--- src/rtl/ahb_pkg.sv ---
// Shared AHB-Lite definitions: transfer/response/size/burst encodings, bus
// widths, the command-master FSM state encoding and a size/alignment check.
// Also imported by the AHB register slaves.
package ahb_pkg;

  localparam int unsigned ADDR_W = 32;
  localparam int unsigned DATA_W = 32;

  localparam logic [1:0] HTRANS_IDLE   = 2'b00;
  localparam logic [1:0] HTRANS_BUSY   = 2'b01;
  localparam logic [1:0] HTRANS_NONSEQ = 2'b10;
  localparam logic [1:0] HTRANS_SEQ    = 2'b11;

  localparam logic [1:0] HRESP_OKAY  = 2'b00;
  localparam logic [1:0] HRESP_ERROR = 2'b01;

  localparam logic [2:0] HSIZE_BYTE = 3'b000;
  localparam logic [2:0] HSIZE_HALF = 3'b001;
  localparam logic [2:0] HSIZE_WORD = 3'b010;

  localparam logic [2:0] HBURST_SINGLE = 3'b000;

  typedef enum logic [1:0] {
    ST_IDLE = 2'd0,
    ST_ADDR = 2'd1,
    ST_DATA = 2'd2,
    ST_RESP = 2'd3
  } ahb_mst_state_e;

  // True when a command may not go on the bus: illegal size or unaligned address.
  function automatic logic cmd_illegal(input logic [1:0] size, input logic [1:0] lsb);
    logic bad;
    case (size)
      2'd0:    bad = 1'b0;
      2'd1:    bad = lsb[0];
      2'd2:    bad = |lsb;
      default: bad = 1'b1;
    endcase
    return bad;
  endfunction

endpackage

--- src/rtl/ahb_cmd_master_if.sv ---
// AHB-Lite single-master bus bundle.
// master modport: drives haddr/htrans/hwrite/hsize/hburst/hwdata, samples hready/hrdata/hresp.
// slave modport:  the mirror image.
interface ahb_cmd_master_if;
  import ahb_pkg::*;

  logic [ADDR_W-1:0] haddr;
  logic [1:0]        htrans;
  logic              hwrite;
  logic [2:0]        hsize;
  logic [2:0]        hburst;
  logic [DATA_W-1:0] hwdata;
  logic              hready;
  logic [DATA_W-1:0] hrdata;
  logic [1:0]        hresp;

  modport master (
    output haddr, htrans, hwrite, hsize, hburst, hwdata,
    input  hready, hrdata, hresp
  );

  modport slave (
    input  haddr, htrans, hwrite, hsize, hburst, hwdata,
    output hready, hrdata, hresp
  );

endinterface

--- src/rtl/ahb_cmd_master_timeout_ctr.sv ---
// ahb_timeout_ctr: counts consecutive stalled cycles and flags the cycle on
// which the TIMEOUT_CYCLES-th stall occurs.
// Ports: hclk/hresetn, clear (zero the count), enable (stall this cycle),
// expired_c (combinational: this stall is the last one allowed).
// TIMEOUT_CYCLES = 0 disables the counter entirely.
module ahb_timeout_ctr #(
  parameter int unsigned TIMEOUT_CYCLES = 256,
  parameter int unsigned TO_W           = 16
) (
  input  logic hclk,
  input  logic hresetn,
  input  logic clear,
  input  logic enable,
  output logic expired_c
);

  localparam int unsigned LAST = (TIMEOUT_CYCLES == 0) ? 0 : TIMEOUT_CYCLES - 1;
  localparam logic        ON   = (TIMEOUT_CYCLES != 0);

  logic [TO_W-1:0] count;

  // Stall counter; held at zero when the timeout is disabled.
  always_ff @(posedge hclk or negedge hresetn) begin
    if (!hresetn)
      count <= '0;
    else if (clear || !ON)
      count <= '0;
    else if (enable)
      count <= count + TO_W'(1);
  end

  assign expired_c = ON && enable && (count == TO_W'(LAST));

endmodule

--- src/rtl/ahb_cmd_master.sv ---
// ahb_cmd_master: turns valid/ready commands into non-pipelined AHB-Lite
// SINGLE transfers and returns read data / error status on a valid/ready
// response channel. One transfer in flight at a time.
// Ports: hclk/hresetn; cmd_* command channel (cmd_ready combinational, IDLE only);
// rsp_* response channel; bus (AHB master side); busy (not IDLE).
module ahb_cmd_master
  import ahb_pkg::*;
#(
  parameter int unsigned TIMEOUT_CYCLES = 256,
  parameter int unsigned TO_W           = 16
) (
  input  logic              hclk,
  input  logic              hresetn,
  input  logic              cmd_valid,
  output logic              cmd_ready,
  input  logic              cmd_write,
  input  logic [ADDR_W-1:0] cmd_addr,
  input  logic [DATA_W-1:0] cmd_wdata,
  input  logic [1:0]        cmd_size,
  output logic              rsp_valid,
  input  logic              rsp_ready,
  output logic [DATA_W-1:0] rsp_rdata,
  output logic              rsp_err,
  output logic              rsp_timeout,
  ahb_cmd_master_if.master  bus,
  output logic              busy
);

  ahb_mst_state_e    state;
  logic [DATA_W-1:0] wdata_q;
  logic              stall;
  logic              to_expired_c;

  assign cmd_ready  = (state == ST_IDLE);
  assign busy       = (state != ST_IDLE);
  assign bus.hburst = HBURST_SINGLE;

  // Stall = hready low while the transfer owns the bus.
  assign stall = ((state == ST_ADDR) || (state == ST_DATA)) && !bus.hready;

  ahb_timeout_ctr #(
    .TIMEOUT_CYCLES (TIMEOUT_CYCLES),
    .TO_W           (TO_W)
  ) u_timeout (
    .hclk      (hclk),
    .hresetn   (hresetn),
    .clear     (!stall),
    .enable    (stall),
    .expired_c (to_expired_c)
  );

  // Transfer FSM with registered bus and response outputs.
  always_ff @(posedge hclk or negedge hresetn) begin
    if (!hresetn) begin
      state       <= ST_IDLE;
      bus.htrans  <= HTRANS_IDLE;
      bus.haddr   <= '0;
      bus.hwrite  <= 1'b0;
      bus.hsize   <= '0;
      bus.hwdata  <= '0;
      wdata_q     <= '0;
      rsp_valid   <= 1'b0;
      rsp_rdata   <= '0;
      rsp_err     <= 1'b0;
      rsp_timeout <= 1'b0;
    end else begin
      case (state)
        ST_IDLE: begin
          if (cmd_valid) begin
            wdata_q     <= cmd_wdata;
            rsp_timeout <= 1'b0;
            if (cmd_illegal(cmd_size, cmd_addr[1:0])) begin
              // Rejected locally; the bus never sees it.
              state     <= ST_RESP;
              rsp_valid <= 1'b1;
              rsp_err   <= 1'b1;
              rsp_rdata <= '0;
            end else begin
              state      <= ST_ADDR;
              bus.htrans <= HTRANS_NONSEQ;
              bus.haddr  <= cmd_addr;
              bus.hwrite <= cmd_write;
              bus.hsize  <= {1'b0, cmd_size};
            end
          end
        end

        ST_ADDR: begin
          if (bus.hready) begin
            state      <= ST_DATA;
            bus.htrans <= HTRANS_IDLE;
            bus.hwdata <= wdata_q;
          end else if (to_expired_c) begin
            state       <= ST_RESP;
            bus.htrans  <= HTRANS_IDLE;
            rsp_valid   <= 1'b1;
            rsp_err     <= 1'b1;
            rsp_timeout <= 1'b1;
            rsp_rdata   <= '0;
          end
        end

        ST_DATA: begin
          // The first ERROR cycle has hready low and needs no action: htrans is already IDLE.
          if (bus.hready) begin
            state       <= ST_RESP;
            rsp_valid   <= 1'b1;
            rsp_err     <= (bus.hresp == HRESP_ERROR);
            rsp_timeout <= 1'b0;
            rsp_rdata   <= (!bus.hwrite && (bus.hresp == HRESP_OKAY)) ? bus.hrdata : '0;
          end else if (to_expired_c) begin
            state       <= ST_RESP;
            rsp_valid   <= 1'b1;
            rsp_err     <= 1'b1;
            rsp_timeout <= 1'b1;
            rsp_rdata   <= '0;
          end
        end

        ST_RESP: begin
          if (rsp_ready) begin
            state     <= ST_IDLE;
            rsp_valid <= 1'b0;
          end
        end

        default: state <= ST_IDLE;
      endcase
    end
  end

endmodule
--- src/flat_wrapper.sv ---
// flat-port wrapper written by rule: the top's interface ports become plain ports
module ahb_cmd_master_flat import ahb_pkg::*;
#(
  parameter int unsigned TIMEOUT_CYCLES = 256,
  parameter int unsigned TO_W           = 16
)
  (hclk, hresetn, cmd_valid, cmd_ready, cmd_write, cmd_addr, cmd_wdata, cmd_size, rsp_valid, rsp_ready, rsp_rdata, rsp_err, rsp_timeout, busy, bus_haddr, bus_htrans, bus_hwrite, bus_hsize, bus_hburst, bus_hwdata, bus_hready, bus_hrdata, bus_hresp);
  ahb_cmd_master_if bus_i ();
  input  logic hclk;
  input  logic hresetn;
  input  logic cmd_valid;
  output logic cmd_ready;
  input  logic cmd_write;
  input  logic [ADDR_W-1:0] cmd_addr;
  input  logic [DATA_W-1:0] cmd_wdata;
  input  logic [1:0] cmd_size;
  output logic rsp_valid;
  input  logic rsp_ready;
  output logic [DATA_W-1:0] rsp_rdata;
  output logic rsp_err;
  output logic rsp_timeout;
  output logic busy;
  output wire logic [$bits(bus_i.haddr)-1:0] bus_haddr;
  output wire logic [$bits(bus_i.htrans)-1:0] bus_htrans;
  output wire logic [$bits(bus_i.hwrite)-1:0] bus_hwrite;
  output wire logic [$bits(bus_i.hsize)-1:0] bus_hsize;
  output wire logic [$bits(bus_i.hburst)-1:0] bus_hburst;
  output wire logic [$bits(bus_i.hwdata)-1:0] bus_hwdata;
  input wire logic [$bits(bus_i.hready)-1:0] bus_hready;
  input wire logic [$bits(bus_i.hrdata)-1:0] bus_hrdata;
  input wire logic [$bits(bus_i.hresp)-1:0] bus_hresp;
  assign bus_haddr = bus_i.haddr;
  assign bus_htrans = bus_i.htrans;
  assign bus_hwrite = bus_i.hwrite;
  assign bus_hsize = bus_i.hsize;
  assign bus_hburst = bus_i.hburst;
  assign bus_hwdata = bus_i.hwdata;
  assign bus_i.hready = bus_hready;
  assign bus_i.hrdata = bus_hrdata;
  assign bus_i.hresp = bus_hresp;
  ahb_cmd_master #(.TIMEOUT_CYCLES(TIMEOUT_CYCLES), .TO_W(TO_W)) u_core (.hclk(hclk), .hresetn(hresetn), .cmd_valid(cmd_valid), .cmd_ready(cmd_ready), .cmd_write(cmd_write), .cmd_addr(cmd_addr), .cmd_wdata(cmd_wdata), .cmd_size(cmd_size), .rsp_valid(rsp_valid), .rsp_ready(rsp_ready), .rsp_rdata(rsp_rdata), .rsp_err(rsp_err), .rsp_timeout(rsp_timeout), .bus(bus_i), .busy(busy));
endmodule
--- config.mk ---
export PLATFORM = sky130hd
export DESIGN_NAME = ahb_cmd_master_flat
export DESIGN_NICKNAME = d
export VERILOG_FILES = /design/src/rtl/ahb_pkg.sv /design/src/rtl/ahb_cmd_master_if.sv /design/src/rtl/ahb_cmd_master_timeout_ctr.sv /design/src/rtl/ahb_cmd_master.sv /design/src/flat_wrapper.sv
export SDC_FILE = /design/constraint.sdc
export NUM_CORES = 1
export LEC_CHECK = 0
export ABC_AREA = 1
export CAP_MARGIN = 20
export CORE_UTILIZATION = 46
export DETAILED_ROUTE_END_ITERATION = 7
export HOLD_SLACK_MARGIN = 0.02
export MAX_ROUTING_LAYER = met4
export PLACE_DENSITY_LB_ADDON = 0.15
export SKIP_CTS_REPAIR_TIMING = 1
export SYNTH_ARGS = -nofsm -noshare
export SYNTH_HDL_FRONTEND = slang
export SYNTH_SLANG_ARGS = --single-unit
--- constraint.sdc ---
create_clock -name hclk -period 2.6 [get_ports hclk]
set_input_delay 0.26 -clock hclk [delete_from_list [all_inputs] [get_ports hclk]]
set_output_delay 0.26 -clock hclk [all_outputs]
set_load 0.02 [all_outputs]
==> results.py <==
metrics = {
    "logic_synthesis": {
        "synth_area_um2": 6420,
        "synth_commonest_cells": "308 x nand2_1, 153 x dfrtp_1, 34 x nand4_1, 33 x nor2_1",
        "ys.flop_type": "dfrtp_1",
        "syn_inst": 693,
        "ys_ff_latch": 153,
        "avgSynthCellArea_um2": 9.26,
        "synth_edf_count": 0,
        "synthArstFlopShare": 1.00,
        "yosys.area.top_type_share": 0.596,
        "ys_types": 30,
        "synth.largest_area_cell": "dfrtp_1",
        "yosys_warnings": 0,
        "yosysMostFrequentCell": "nand2_1",
        "synth_seq_area_share": 0.596,
        "synth_area_leaders": "dfrtp_1 60%, nand2_1 18%, mux2_2 5.6%",
    },
    "clocking": {
        "clock_path_buffers": 2,
        "cts_sinks": 153,
        "clock_latency_ns": 0.41,
        "clock-root-buffer": "clkbuf_16",
        "clk_pin_slew_worst_paths_ns": 0.06,
        "cts_tree": "done",
        "numCtsBuffers": 17,
        "ctsHtreeMaxLevel": 4,
    },
    "finish": {
        "n_antenna_cell": 0,
        "drive_gt1_frac": 0.0939,
        "stdcell_area_um2": 9300,
        "stdcell_count": 1092,
        "syn_to_final_growth_pct": 44.9,
        "nets": 1016,
    },
    "floorplan": {
        "core_area_um2": 13400,
        "chipWidth_um": 120,
        "start_util": 0.479,
        "fp.dieH_um": 120,
        "design.die.area_um2": 14400,
        "fp-row-count": 42,
        "io_pins": 216,
    },
    "worst_setup_path": {
        "rr_endpoint": "u_core.rsp_rdata[28]",
        "r2r_slack_ns": 0.49,
        "crit_fanout": 8,
        "crit_required_ns": 2.34,
        "endpoint_kind": "output pin",
        "cp-start-kind": "register",
        "critical_path_arrival_ns": 2.17,
        "reg2reg_from": "u_core.state[1]",
        "r2r.worst_path.cells": 11,
        "worstSetupPathType": "register to output pin",
    },
    "hold_path": {
        "worst_hold_startpoint": "cmd_write",
        "hold_depth": 3,
        "hold_class": "input port to register",
        "min_to": "u_core.bus.hwrite",
    },
    "sta": {
        "tns_ns": 0,
        "drv_slew": 0,
        "hold_slack_ns": 0.383,
        "period_share": 0.934,
        "relSlewSlack": 0.490,
        "rsz0062_at_grt": "false",
        "setup_violations": 0,
        "fmax_mhz": 412,
        "hold_viol_final": 0,
        "tightestPinTransition_ns": 0.765,
        "min_period_ns": 2.43,
        "clock_skew_ns": 0.00661,
        "fin_ws_ns": 0.170,
    },
    "place": {
        "dp_hpwl_mm": 11.2,
        "place_inst": 1059,
        "port-buffer-count": 210,
        "dp_slack_ns": 0.480,
        "placed_cell_area_um2": 8700,
        "globalplace.congestion": 0.813,
    },
    "power_and_ir_drop": {
        "p_seq_frac": 0.356,
        "peakVddDrop_v": 0.000696,
        "power_density_nw_per_um2": 1120,
        "p_sw_uw": 3810,
        "swShare": 0.365,
        "combPwrFrac": 0.413,
        "p_leak_uw": 0.00452,
        "p_int_uw": 6610,
        "clkPwrFrac": 0.231,
    },
    "detailed_routing": {
        "route.met2.wl_mm": 7.73,
        "top_layer": "met4",
        "vias": 5428,
        "route.met3.wl_um": 992,
        "viasPerCell": 4.97,
        "dr.pass1.iters": 6,
        "route.detailed.drc": 0,
        "antenna_left": 0,
        "routedLengthMet1_mm": 7.24,
        "drt_wl_total_mm": 16.1,
        "drt_iter0_markers": 307,
        "wl_per_cell_um": 14.8,
    },
    "global_routing": {
        "grt_antenna_before_repair": 0,
        "grt_pass1_vias": 5255,
        "grt_max_degree": 83,
        "gr-usage-all-layers": 0.239,
        "overflow": 0,
        "grt_pass1_wl_mm": 26.0,
    },
    "outcome": {
        "run_status": "finished, final reports clean",
    },
    "flow_run": {
        "maxCapViolCount": 0,
    },
}
[layer usage]
metal | up-vias | GRT usage
li1 | 2611 | -
met1 | 2635 | 0.301
met2 | 168 | 0.379
met3 | 14 | 0.0618
met4 | 0 | 0.0781
met5 | - | -
[power by group through the flow]
| stage | logic, µW | clock network (µW) | registers, µW |
|---|---|---|---|
| floorplan | 1840 | 0 | 4340 |
| global placement | 4240 | 0 | 3700 |
| detailed placement | 4330 | 0 | 3730 |
| CTS | 4360 | 2460 | 3720 |
| global route | 4670 | 2580 | 3820 |
| finish | 4300 | 2410 | 3710 |
[layout make-up]
type	count	area (µm²)
clock buffers	27	533
inverters	35	131
repair buffers	222	2230
well taps	176	220
multi-input cells	474	2300
clock inverters	5	56.3
flip-flops and latches	153	3830
fillers	1076	4100
[worst max-delay path, stage by stage, from the launching register on]
cell,delay (ns)
dfrtp_1,0.45
inv_1,0.12
ha_1,0.36
inv_1,0.14
clkdlybuf4s50_1,0.69
[how the worst max path moves through the flow]
stage / start / to / slack, ns
after global routing: u_core.state[0] / busy / 0.09
after CTS: u_core.state[0] / busy / 0.15
after floorplan: u_core.state[0] / u_core.bus.haddr[22] / 0.74
after global placement: u_core.state[0] / u_core.rsp_rdata[5] / 0.53
final: u_core.state[0] / busy / 0.17
after detailed placement: u_core.state[0] / u_core.rsp_rdata[28] / 0.48
[logic make-up after synthesis]
logic type | synth area share
fa+ha+maj | 0.0136
other cells | 0.000584
compound gates | 0.0283
buf+inv | 0.0495
mux | 0.0561
flops | 0.596
simple gates | 0.255
[registers in the layout, indices dropped and copies added, names as in the netlist, 2 cells and up]
register and count:
u_core.bus.haddr 32, u_core.bus.hwdata 32, u_core.rsp_rdata 32, u_core.wdata_q 32, u_core.u_timeout.count 16, u_core.bus.hsize 2
u_core.state 2
[cells in the final DEF (no fill, tap or decap), types with 5 or more instances in the layout]
master / n
nand2_1: 308
dfrtp_1: 153
clkbuf_8: 7
nor3_1: 6
buf_4: 8
a21oi_1: 14
inv_1: 32
nand4_1: 34
ha_1: 7
clkdlybuf4s50_1: 209
conb_1: 5
nand3_1: 8
o21ai_0: 13
clkbuf_16: 17
mux2_2: 32
nor2_1: 33
[per-stage QoR]
stage               utilization  total power, µW
floorplan                     -             6180
global placement          0.649             7940
detailed placement        0.649             8060
CTS                       0.693            10500
global route              0.694            11100
finish                    0.694            10400
Power figures use the tool's default switching activity.
